===== src/rtl/mat_stream_tx.sv =====
// mat_stream_tx: walks a ROWS x COLS result memory in row-major order, splits
// each DATA_W-bit element into DATA_W/8 bytes and hands them one at a time to
// a byte-wide UART transmitter. An optional header byte precedes the data.
//
// Ports:
//   slow_clk     clock
//   rst          asynchronous, active-high reset
//   start        level request; a frame begins on its rising edge (IDLE only)
//   mem_rd_en    one-cycle read strobe to the result memory
//   mem_rd_addr  element address 0..N-1, held between reads
//   mem_rd_data  read data, valid RD_LAT cycles after mem_rd_en
//   tx_busy      transmitter busy (high while shifting a byte)
//   tx_start     one-cycle pulse: tx_byte is valid, begin transmission
//   tx_byte      byte to transmit, stable from LOAD/HDR through ACK
//   busy         high from the cycle after the accepted start edge until done
//   done         one-cycle pulse after the last byte completes
//   byte_count   bytes fully transmitted in the current or last frame
//
// Transmitter handshake: tx_start pulses for one cycle only after tx_busy was
// seen low; the byte is then considered in flight until tx_busy has been seen
// high and has fallen low again, at which point it counts as transmitted.
// The FSM state is the internal signal 'state' for checkers to bind to.
module mat_stream_tx #(
  parameter int          ROWS        = 2,
  parameter int          COLS        = 2,
  parameter int          DATA_W      = 16,
  parameter int          ADDR_W      = 8,
  parameter bit          MSB_FIRST   = 1'b1,
  parameter bit          HEADER_EN   = 1'b0,
  parameter logic [7:0]  HEADER_BYTE = 8'hA5,
  parameter int          RD_LAT      = 1
) (
  input  logic              slow_clk,
  input  logic              rst,
  input  logic              start,
  output logic              mem_rd_en,
  output logic [ADDR_W-1:0] mem_rd_addr,
  input  logic [DATA_W-1:0] mem_rd_data,
  input  logic              tx_busy,
  output logic              tx_start,
  output logic [7:0]        tx_byte,
  output logic              busy,
  output logic              done,
  output logic [15:0]       byte_count
);

  localparam int N  = ROWS * COLS;
  localparam int NB = DATA_W / 8;

  typedef enum logic [3:0] {
    S_IDLE, S_HDR, S_RD, S_WAIT_RD, S_LOAD,
    S_SEND, S_ACK, S_WAIT_TX, S_NEXT, S_DONE
  } state_t;

  state_t             state;
  logic               start_q;
  logic               start_edge;
  logic               hdr_phase;   // the byte in flight is the header
  logic [ADDR_W-1:0]  elem_idx;
  logic [3:0]         byte_idx;
  logic [1:0]         lat_cnt;
  logic [DATA_W-1:0]  shreg;

  assign start_edge = start & ~start_q;

  always_ff @(posedge slow_clk or posedge rst) begin
    if (rst) begin
      state       <= S_IDLE;
      start_q     <= 1'b0;
      hdr_phase   <= 1'b0;
      elem_idx    <= '0;
      byte_idx    <= '0;
      lat_cnt     <= '0;
      shreg       <= '0;
      mem_rd_en   <= 1'b0;
      mem_rd_addr <= '0;
      tx_start    <= 1'b0;
      tx_byte     <= '0;
      busy        <= 1'b0;
      done        <= 1'b0;
      byte_count  <= '0;
    end else begin
      // Tracked in every state so edges seen while busy (or during DONE)
      // are consumed rather than replayed once IDLE is reached.
      start_q <= start;
      case (state)
        S_IDLE: begin
          if (start_edge) begin
            busy       <= 1'b1;
            byte_count <= '0;
            elem_idx   <= '0;
            byte_idx   <= '0;
            if (HEADER_EN) begin
              hdr_phase <= 1'b1;
              state     <= S_HDR;
            end else begin
              state <= S_RD;
            end
          end
        end
        S_HDR: begin
          tx_byte <= HEADER_BYTE;
          state   <= S_SEND;
        end
        S_RD: begin
          mem_rd_en   <= 1'b1;
          mem_rd_addr <= elem_idx;
          lat_cnt     <= '0;
          state       <= S_WAIT_RD;
        end
        S_WAIT_RD: begin
          // mem_rd_en is visible during the first WAIT_RD cycle (lat_cnt=0),
          // so the data is valid when lat_cnt reaches RD_LAT.
          mem_rd_en <= 1'b0;
          if (lat_cnt == 2'(RD_LAT)) begin
            shreg <= mem_rd_data;
            state <= S_LOAD;
          end else begin
            lat_cnt <= lat_cnt + 2'd1;
          end
        end
        S_LOAD: begin
          tx_byte <= MSB_FIRST ? shreg[DATA_W-1 -: 8] : shreg[7:0];
          state   <= S_SEND;
        end
        S_SEND: begin
          if (!tx_busy) begin
            tx_start <= 1'b1;
            state    <= S_ACK;
          end
        end
        S_ACK: begin
          tx_start <= 1'b0;
          if (tx_busy) state <= S_WAIT_TX;
        end
        S_WAIT_TX: begin
          if (!tx_busy) begin
            if (byte_count != 16'hFFFF) byte_count <= byte_count + 16'd1;
            if (hdr_phase) begin
              hdr_phase <= 1'b0;
              state     <= S_RD;
            end else begin
              state <= S_NEXT;
            end
          end
        end
        S_NEXT: begin
          if (byte_idx < 4'(NB - 1)) begin
            shreg    <= MSB_FIRST ? (shreg << 8) : (shreg >> 8);
            byte_idx <= byte_idx + 4'd1;
            state    <= S_LOAD;
          end else if (elem_idx < ADDR_W'(N - 1)) begin
            elem_idx <= elem_idx + 1'b1;
            byte_idx <= '0;
            state    <= S_RD;
          end else begin
            done  <= 1'b1;
            state <= S_DONE;
          end
        end
        S_DONE: begin
          done  <= 1'b0;
          busy  <= 1'b0;
          state <= S_IDLE;
        end
        default: state <= S_IDLE;
      endcase
    end
  end

endmodule

===== config.mk =====
export PLATFORM = sky130hd
export DESIGN_NAME = mat_stream_tx
export DESIGN_NICKNAME = d
export VERILOG_FILES = /design/src/rtl/mat_stream_tx.sv
export SDC_FILE = /design/constraint.sdc
export NUM_CORES = 1
export LEC_CHECK = 0
export CORE_UTILIZATION = 40
export CTS_CLUSTER_DIAMETER = 30
export CTS_CLUSTER_SIZE = 28
export DETAILED_ROUTE_END_ITERATION = 8
export HOLD_SLACK_MARGIN = 0.1
export PLACE_DENSITY = 0.6
export SYNTH_ARGS = -nofsm -noshare
export SYNTH_HDL_FRONTEND = slang
export SYNTH_SLANG_ARGS = --single-unit

===== constraint.sdc =====
create_clock -name slow_clk -period 6.3 [get_ports slow_clk]
set_clock_uncertainty 0.05 [all_clocks]
set_input_delay 0.63 -clock slow_clk [delete_from_list [all_inputs] [get_ports slow_clk]]
set_output_delay 0.63 -clock slow_clk [all_outputs]
set_load 0.005 [all_outputs]

==> flow_summary.json, run 1 <==
{
  "status": "finished clean",
  "final.period_utilization": 0.470,
  "synth_top_area_share": 0.524,
  "syn-mean-instance-area_um2": 9.34,
  "synth_cells": 363,
  "area.growth.synth_to_final_pct": 24.6,
  "crit_path_cell_trace": "or4b_2 > nor2_1 > a31o_2 > nor2_1 > a31oi_1",
  "root_buffer": "clkbuf_8",
  "detail_route.vias_per_cell": 5.35,
  "yosys-top-cells-count": "dfrtp_1, nand2_1, nor2_1",
  "fp.dieH_um": 94.1,
  "synth_nets": 388,
  "clkSlewWorstSetupHoldPaths_ps": 70,
  "period_needed_ps": 2960,
  "whs_endpoint": "shreg[1]",
  "crit_top_cell": "nor2_1",
  "multiInputGateArea_um2": 1510,
  "crit_path_end_kind": "flip-flop",
  "hold_path_startpoint": "shreg[1]",
  "clk_path_buf_depth": 2,
  "hold_viol_final": 0,
  "netlist_area_um2": 3390,
  "grt_usage": 0.192,
  "postCtsHoldBufs": 0,
  "clkSinkCount": 71,
  "avgRoutedWirePerCell_um": 14.4,
  "critPathKind": "flip-flop to flip-flop",
  "seq_power_share": 0.442,
  "r2r_start": "state[0]",
  "io_buffers": 55,
  "rows": 33,
  "worst_ep_arrival_time_ps": 3170,
  "hold-path-cell-count": 2,
  "r2r-end": "shreg[15]",
  "yosys_register_bits": 71,
  "dr.pass1.iters": 4,
  "fin_nets": 437,
  "p_sw_uw": 655,
  "totalWireLength_mm": 7.53,
  "die_w_um": 94.1,
  "synth-edff-count": 0,
  "fmax_mhz": 338,
  "postCtsSetupRepairBufs": 0,
  "cts_buffers": 9,
  "core_area_um2": 8220,
  "postPlaceCellArea_um2": 4010,
  "reg2reg_slack_ps": 3340,
  "ir_worst_vdd_uv": 188,
  "slowest_stage": "or4b_2",
  "num_antenna_cells": 0,
  "drc": 0,
  "grt_overflow": 0,
  "die_area_um2": 8850,
  "finalSetupViolCount": 0,
  "drt_iter0_drc": 232,
  "grt_pass1_vias": 2545,
  "rr_worst_depth": 5,
  "worstMarginPinSlew_ps": 1120,
  "intPower_uw": 1130,
  "cp_num_buf_inv": 0,
  "finalInstanceArea_um2": 4220,
  "async_reset_ff_frac": 1.00,
  "dp_slack_ps": 3360,
  "critPathMaxFanout": 24,
  "ys_types": 43,
  "regArea_um2": 1780,
  "grt_max_degree": 72,
  "critical-path-top-delay-family": "simple AND/OR/NAND/NOR gates",
  "swShare": 0.367,
  "io_pins": 56,
  "cts_tree": "done",
  "drv_cap": 0,
  "cpPeakStageDelay_ps": 1030,
  "fin_ws_ps": 3340,
  "vias": 2794,
  "cp-startpoint": "state[0]",
  "post_cts_resize_count": 0,
  "gp_congestion": 0.758,
  "yosysWarnings": 0,
  "synth_area_leaders": "dfrtp_1, nand2_1, a21oi_1",
  "clock_power_share": 0.213,
  "cp.required_ps": 6510,
  "pwr-share-comb": 0.346,
  "yosysMostFrequentCell": "dfrtp_1",
  "clkLatencyLatePin_ps": 340,
  "slew_headroom": 0.252,
  "synth_top_flop_cell": "dfrtp_1",
  "leakagePower_uw": 0.00179,
  "drive_gt1_frac": 0.0839,
  "tns_ps": 0,
  "hpwl_mm": 5.00,
  "grt_antenna_before_repair": 0,
  "power.density_nw_per_um2": 423,
  "rsz0062_at_grt": "false",
  "grt_pass1_wl_mm": 13.0,
  "start_util": 0.413,
  "fill_cells": 761,
  "hold_class": "flip-flop to flip-flop",
  "ys_seq_area_frac": 0.524,
  "startpoint_type": "flip-flop",
  "yosysTopAreaCell": "dfrtp_1",
  "htreeDepth": 3,
  "drv_slew": 0,
  "postRouteAntennaNets": 0
}
==> layer usage <==
metal,GRT usage,up-vias,share of wire
met2,0.277,61,0.46
met5,0,-,0
li1,-,1385,-
met4,0.0615,0,0.0098
met1,0.279,1343,0.49
met3,0.0477,5,0.042
==> worst register-to-register path: stages, from the launching register on <==
cell and delay, ps:
dfrtp_1 660, or4b_2 1040, nor2_1 410, a31o_2 480
nor2_1 100, a31oi_1 150
==> placed cells by master (no fill, tap or decap), types with 5 or more instances in the layout <==
cell type,instances
a21oi_1,27
a31oi_1,10
and2_1,10
clkbuf_8,12
clkdlybuf4s50_1,55
dfrtp_1,71
ha_1,5
inv_1,7
mux2_2,10
nand2_1,57
nand3_1,19
nor2_1,30
nor2b_1,7
nor3_1,8
o21ai_0,20
o22ai_1,5
o31ai_1,9
or3_1,5
or4_1,7
==> stage by stage <==
| stage | hold slack, ps | total power (uW) | std cells | util |
|---|---|---|---|---|
| after floorplan | 389 | 1160 | 363 | - |
| after global placement | 400 | 1400 | 506 | 0.489 |
| after detailed placement | 405 | 1420 | 506 | 0.489 |
| after CTS | 424 | 1810 | 522 | 0.514 |
| after global routing | 455 | 1930 | 522 | 0.514 |
| final | 419 | 1790 | 522 | 0.514 |
==> worst max path at each step <==
stage / slack [ps] / to / cells past startpoint
6_report: 3340 / shreg[15] / 5
5_1_grt: 3060 / shreg[13] / 5
4_1_cts: 3330 / shreg[14] / 5
3_5_place_dp: 3360 / shreg[14] / 5
3_3_place_gp: 3470 / byte_count[14] / 6
2_1_floorplan: 3820 / busy / 1
==> logic make-up after synthesis <==
logic type                 synth area share
DFF                                   0.524
muxes                                0.0332
adders and majority gates            0.0185
AOI/OAI and AO/OA                     0.148
buffers and inverters                0.0314
and+or+nand+nor                       0.245
==> registers in the layout, indices dropped and copies added, names as in the netlist, 2 cells and up <==
register and flops:
byte_idx 4, lat_cnt 2, shreg 16, mem_rd_addr 8, tx_byte 8, elem_idx 8, byte_count 16, state 4
==> power groups by stage <==
stage | combinational, uW | sequential (uW) | clock, uW
floorplan | 440 | 715 | 0
global placement | 609 | 790 | 0
detailed placement | 622 | 796 | 0
CTS | 625 | 788 | 392
global route | 705 | 818 | 410
finish | 617 | 789 | 380
==> area by class of cell <==
| cell class | instances | area share |
|---|---|---|
| tap | 105 | 0.0311 |
| timing repair buffer | 56 | 0.132 |
| clock inverter | 2 | 0.00889 |
| multi-input combinational | 265 | 0.358 |
| sequential | 71 | 0.421 |
| clock buffer | 14 | 0.0409 |
| inverter | 9 | 0.00800 |
Note: power is estimated with default switching activity, not from simulation.
==> inputs of run 2 (changes only) <==
- clock period: 6.3 -> 2.8 ns (I/O delays scaled with it)
==> run 2 against run 1 <==
- sequential share of layout area is 1.1 points lower
- sequential power rose by 110%
- fmax rose by 23%
- combinational power rose to 2.5 times the previous value
- global-route usage is 0.41 points lower
- first-iteration DRC count decreased by 51%
- design area is 2.6% higher
- core utilization up 1.3 points
- cell count is 2.5% higher
- largest power group unchanged
==> flow_summary.json, run 2 (synthesized netlist as in run 1, its figures left out) <==
{
  "status": "finished clean",
  "mostFrequentLayoutCell": "dfrtp_1",
  "io_pins": 56,
  "crit_path_cell_trace": "and4b_1 > a22o_1 > a211o_1 > or4_1 > a21oi_1",
  "die_area_um2": 8850,
  "pwr-share-comb": 0.386,
  "tns_ps": 0,
  "cp.required_ps": 3020,
  "grt_pass1_vias": 2568,
  "die_w_um": 94.1,
  "grt_pass1_wl_mm": 12.7,
  "slew_headroom": 0.452,
  "htreeDepth": 3,
  "finalPower_uw": 4070,
  "finalSetupViolCount": 0,
  "power.density_nw_per_um2": 938,
  "clkLatencyLatePin_ps": 340,
  "num_antenna_cells": 0,
  "cp-startpoint": "state[2]",
  "gp_congestion": 0.764,
  "fill_cells": 756,
  "io_buffers": 55,
  "cts_buffers": 9,
  "hold_viol_final": 0,
  "dp_slack_ps": 301,
  "hold_path_startpoint": "start",
  "r2r_start": "state[2]",
  "drv_cap": 0,
  "totalWireLength_mm": 7.71,
  "rr_worst_depth": 5,
  "hold_slack_ps": 398,
  "drc": 0,
  "fin_ws_ps": 389,
  "grt_overflow": 0,
  "drt_iter0_drc": 113,
  "clock_power_share": 0.208,
  "grt_max_degree": 41,
  "critPathMaxFanout": 30,
  "crit_path_end_kind": "flip-flop",
  "clk_path_buf_depth": 2,
  "clkSlewWorstSetupHoldPaths_ps": 80,
  "rows": 33,
  "worst_ep_arrival_time_ps": 2630,
  "fp.dieH_um": 94.1,
  "detail_route.vias_per_cell": 5.36,
  "fmax_mhz": 415,
  "hold-path-cell-count": 1,
  "cts_tree": "done",
  "p_sw_uw": 1490,
  "period_needed_ps": 2410,
  "start_util": 0.413,
  "slowest_stage": "or4_1",
  "grt_antenna_before_repair": 0,
  "swShare": 0.367,
  "drive_gt1_frac": 0.114,
  "final_cell_mix": "dfrtp_1, nand2_1, clkdlybuf4s50_1",
  "worstMarginPinSlew_ps": 819,
  "core_area_um2": 8220,
  "hold_class": "input port to flip-flop",
  "final.period_utilization": 0.861,
  "startpoint_type": "flip-flop",
  "area.growth.synth_to_final_pct": 27.8,
  "leakagePower_uw": 0.00186,
  "post_cts_resize_count": 0,
  "vias": 2865,
  "dr.pass1.iters": 4,
  "hpwl_mm": 5.30,
  "grt_usage": 0.187,
  "ir_worst_vdd_uv": 379,
  "avgRoutedWirePerCell_um": 14.4,
  "root_buffer": "clkbuf_8",
  "clkSinkCount": 71,
  "postRouteAntennaNets": 0,
  "seq_power_share": 0.406,
  "drv_slew": 0,
  "intPower_uw": 2570,
  "cpPeakStageDelay_ps": 570,
  "reg_top3": "byte_count: 16 flops, shreg: 16 flops",
  "critPathKind": "flip-flop to flip-flop",
  "fin_nets": 450,
  "rsz0062_at_grt": "false"
}
-- run 2: cell count changes in the layout (fill, tap and decap cells not counted), sizes merged --
cell | before | now
clkbuf | 14 | 11
clkinv | 1 | 4
buf | 1 | 13
dlygate4sd3 | 0 | 1
-- run 2: per-stage QoR --
stage	util	area [um2]	instances
floorplan	-	3390	363
global placement	0.501	4120	518
detailed placement	0.501	4120	518
CTS	0.527	4330	535
global route	0.527	4330	535
finish	0.527	4330	535
-- run 2: path summary, 6_finish.rpt --
| kind | to | slack (ps) |
|---|---|---|
| worst min register to register | shreg[2] | 420 |
| worst max-delay path | byte_count[15] | 390 |
| worst max register to register | byte_count[15] | 390 |
| min in group asynchronous | mem_rd_addr[4] | 640 |
| max in group asynchronous | state[1] | 1470 |
| worst min-delay path | start_q | 400 |
-- run 2: cell type report --
cell class / instances / area (um2) / area share
clock buffer: 11 / 151 / 0.0349
sequential: 71 / 1780 / 0.410
timing repair buffer: 69 / 671 / 0.155
tap: 105 / 131 / 0.0303
multi-input combinational: 265 / 1510 / 0.349
clock inverter: 5 / 56.3 / 0.0130
inverter: 9 / 33.8 / 0.00779
-- run 2: what timing repair did --
action | CTS | global route
setup buffers | 0 | 0
endpoints found under the hold margin | 4 | 0
setup endpoints to repair | 0 | 0
hold buffers | 1 | 0
-- run 2: worst max-delay path: cells and delay by family, from the launching register on --
family,cells,cell delay [ps]
AO/OA/AOI/OAI,3,960
AND/OR/NAND/NOR,2,850
flip-flops,1,490
-- run 2: power by group through the flow --
stage / Combinational, uW / Sequential (uW) / Clock, uW
2_1_floorplan: 990 / 1610 / 0
3_3_place_gp: 1550 / 1660 / 0
3_5_place_dp: 1580 / 1670 / 0
4_1_cts: 1590 / 1650 / 865
5_1_grt: 1770 / 1700 / 908
6_report: 1570 / 1650 / 845
-- run 2: routing by layer --
layer | GRT usage | routed length [um]
met3 | 0.0332 | 235
met2 | 0.285 | 3680
met4 | 0.0692 | 56
met1 | 0.267 | 3730
met5 | 0 | 0
==> inputs of run 3 (changes only) <==
- RECOVER_POWER: default -> 25
==> run 3 against run 2 <==
- worst setup slack about the same
- largest power group unchanged
- hold slack improved by 18 ps
- core utilization is 0.18 points lower
- critical endpoint unchanged
- flip-flop and latch count unchanged
- largest cell class unchanged
==> flow_summary.json, run 3 (synthesized netlist as in run 1, its figures left out) <==
{
  "start_util": 0.413,
  "clkSlewWorstSetupHoldPaths_ps": 80,
  "htreeDepth": 3,
  "postRouteAntennaNets": 0,
  "clkSinkCount": 71,
  "crit_path_end_kind": "flip-flop",
  "worstMarginPinSlew_ps": 972,
  "grt_antenna_before_repair": 0,
  "area.growth.synth_to_final_pct": 27.4,
  "hold_viol_final": 0,
  "grt_usage": 0.187,
  "regArea_um2": 1780,
  "final.period_utilization": 0.861,
  "fmax_mhz": 415,
  "totalWireLength_mm": 7.71,
  "slew_headroom": 0.352,
  "avgRoutedWirePerCell_um": 14.4,
  "multiInputGateArea_um2": 1510,
  "ir_worst_vdd_uv": 379,
  "gp_congestion": 0.764,
  "io_buffers": 55,
  "hold-path-cell-count": 2,
  "postCtsSetupRepairBufs": 0,
  "rr_worst_depth": 5,
  "detail_route.vias_per_cell": 5.35,
  "die_area_um2": 8850,
  "critPathMaxFanout": 30,
  "final_cell_mix": "dfrtp_1, nand2_1, clkdlybuf4s50_1",
  "rsz0062_at_grt": "false",
  "fill_cells": 758,
  "rows": 33,
  "grt_max_degree": 41,
  "grt_pass1_vias": 2568,
  "hpwl_mm": 5.30,
  "io_pins": 56,
  "fin_ws_ps": 389,
  "period_needed_ps": 2410,
  "clkLatencyLatePin_ps": 340,
  "tns_ps": 0,
  "clk_path_buf_depth": 2,
  "startpoint_type": "flip-flop",
  "cts_buffers": 9,
  "postCtsHoldBufs": 1,
  "r2r-end": "byte_count[15]",
  "leakagePower_uw": 0.00186,
  "post_cts_resize_count": 0,
  "drive_gt1_frac": 0.112,
  "fp.dieH_um": 94.1,
  "drv_cap": 0,
  "gr-usage-met1": 0.267,
  "drc": 0,
  "vias": 2864,
  "reg_top3": "byte_count: 16 flops, shreg: 16 flops",
  "hold_path_startpoint": "shreg[2]",
  "hold_class": "flip-flop to flip-flop",
  "worst_ep_arrival_time_ps": 2630,
  "cp.required_ps": 3020,
  "root_buffer": "clkbuf_8",
  "whs_endpoint": "shreg[2]",
  "die_w_um": 94.1,
  "core_area_um2": 8220,
  "grt_overflow": 0,
  "grt.met2_usage": 0.285,
  "fin_nets": 450,
  "grt_util_met3": 0.0332,
  "drv_slew": 0,
  "num_antenna_cells": 0,
  "reg2reg_slack_ps": 390,
  "critPathKind": "flip-flop to flip-flop",
  "dr.pass1.iters": 4,
  "status": "finished clean",
  "cts_tree": "done",
  "r2r_start": "state[2]",
  "top_usage_layer": "met2",
  "mostFrequentLayoutCell": "dfrtp_1",
  "power.density_nw_per_um2": 940,
  "grt_pass1_wl_mm": 12.7,
  "drt_iter0_drc": 104,
  "dp_slack_ps": 301,
  "finalSetupViolCount": 0
}
run 3: cell types whose count changed in the layout (fill, tap and decap cells not counted), sizes merged:
cell and change:
clkdlybuf4s50 -2, dlygate4sd3 +2, buf -1, clkbuf +1
run 3: metal layers:
metal,share of wire,vias to the layer above
li1,-,1416
met1,0.48,1398
met2,0.48,46
met3,0.030,4
met4,0.0073,0
met5,0,-
run 3: worst max-delay path by stage:
stage | startpoint | to | slack [ps] | cells after the start
final | state[2] | byte_count[15] | 390 | 5
after global routing | state[2] | byte_count[11] | 220 | 5
after CTS | state[2] | byte_count[11] | 380 | 5
after detailed placement | start | byte_count[15] | 300 | 6
after global placement | start | byte_count[15] | 350 | 6
after floorplan | state[2] | elem_idx[0] | 640 | 5
run 3: cell type report:
type	count	share of cell area
multi-input cells	265	0.351
clock buffers	11	0.0351
inverters	9	0.00782
flip-flops and latches	71	0.411
repair buffers	69	0.152
well taps	105	0.0304
clock inverters	5	0.0130
run 3: worst max-delay path, stage by stage, from the launching register on:
cell and delay, ps:
dfrtp_1 490, and4b_1 280, a22o_1 230, a211o_1 560, or4_1 570, a21oi_1 170
run 3: through the flow:
stage                     instances  hold WS [ps]   util  instance area, um2  power (uW)
after floorplan                 363           261      -                3390        2600
after global placement          518           399  0.501                4120        3210
after detailed placement        518           406  0.501                4120        3250
after CTS                       535           387  0.527                4330        4110
after global routing            535           429  0.526                4320        4380
final                           535           417  0.526                4320        4060
run 3: power breakdown:
part           internal [uW]  switching (uW)  total [uW]
logic                    754             811        1570
registers               1360             296        1650
clock network            459             386         845
total                   2570            1490        4060
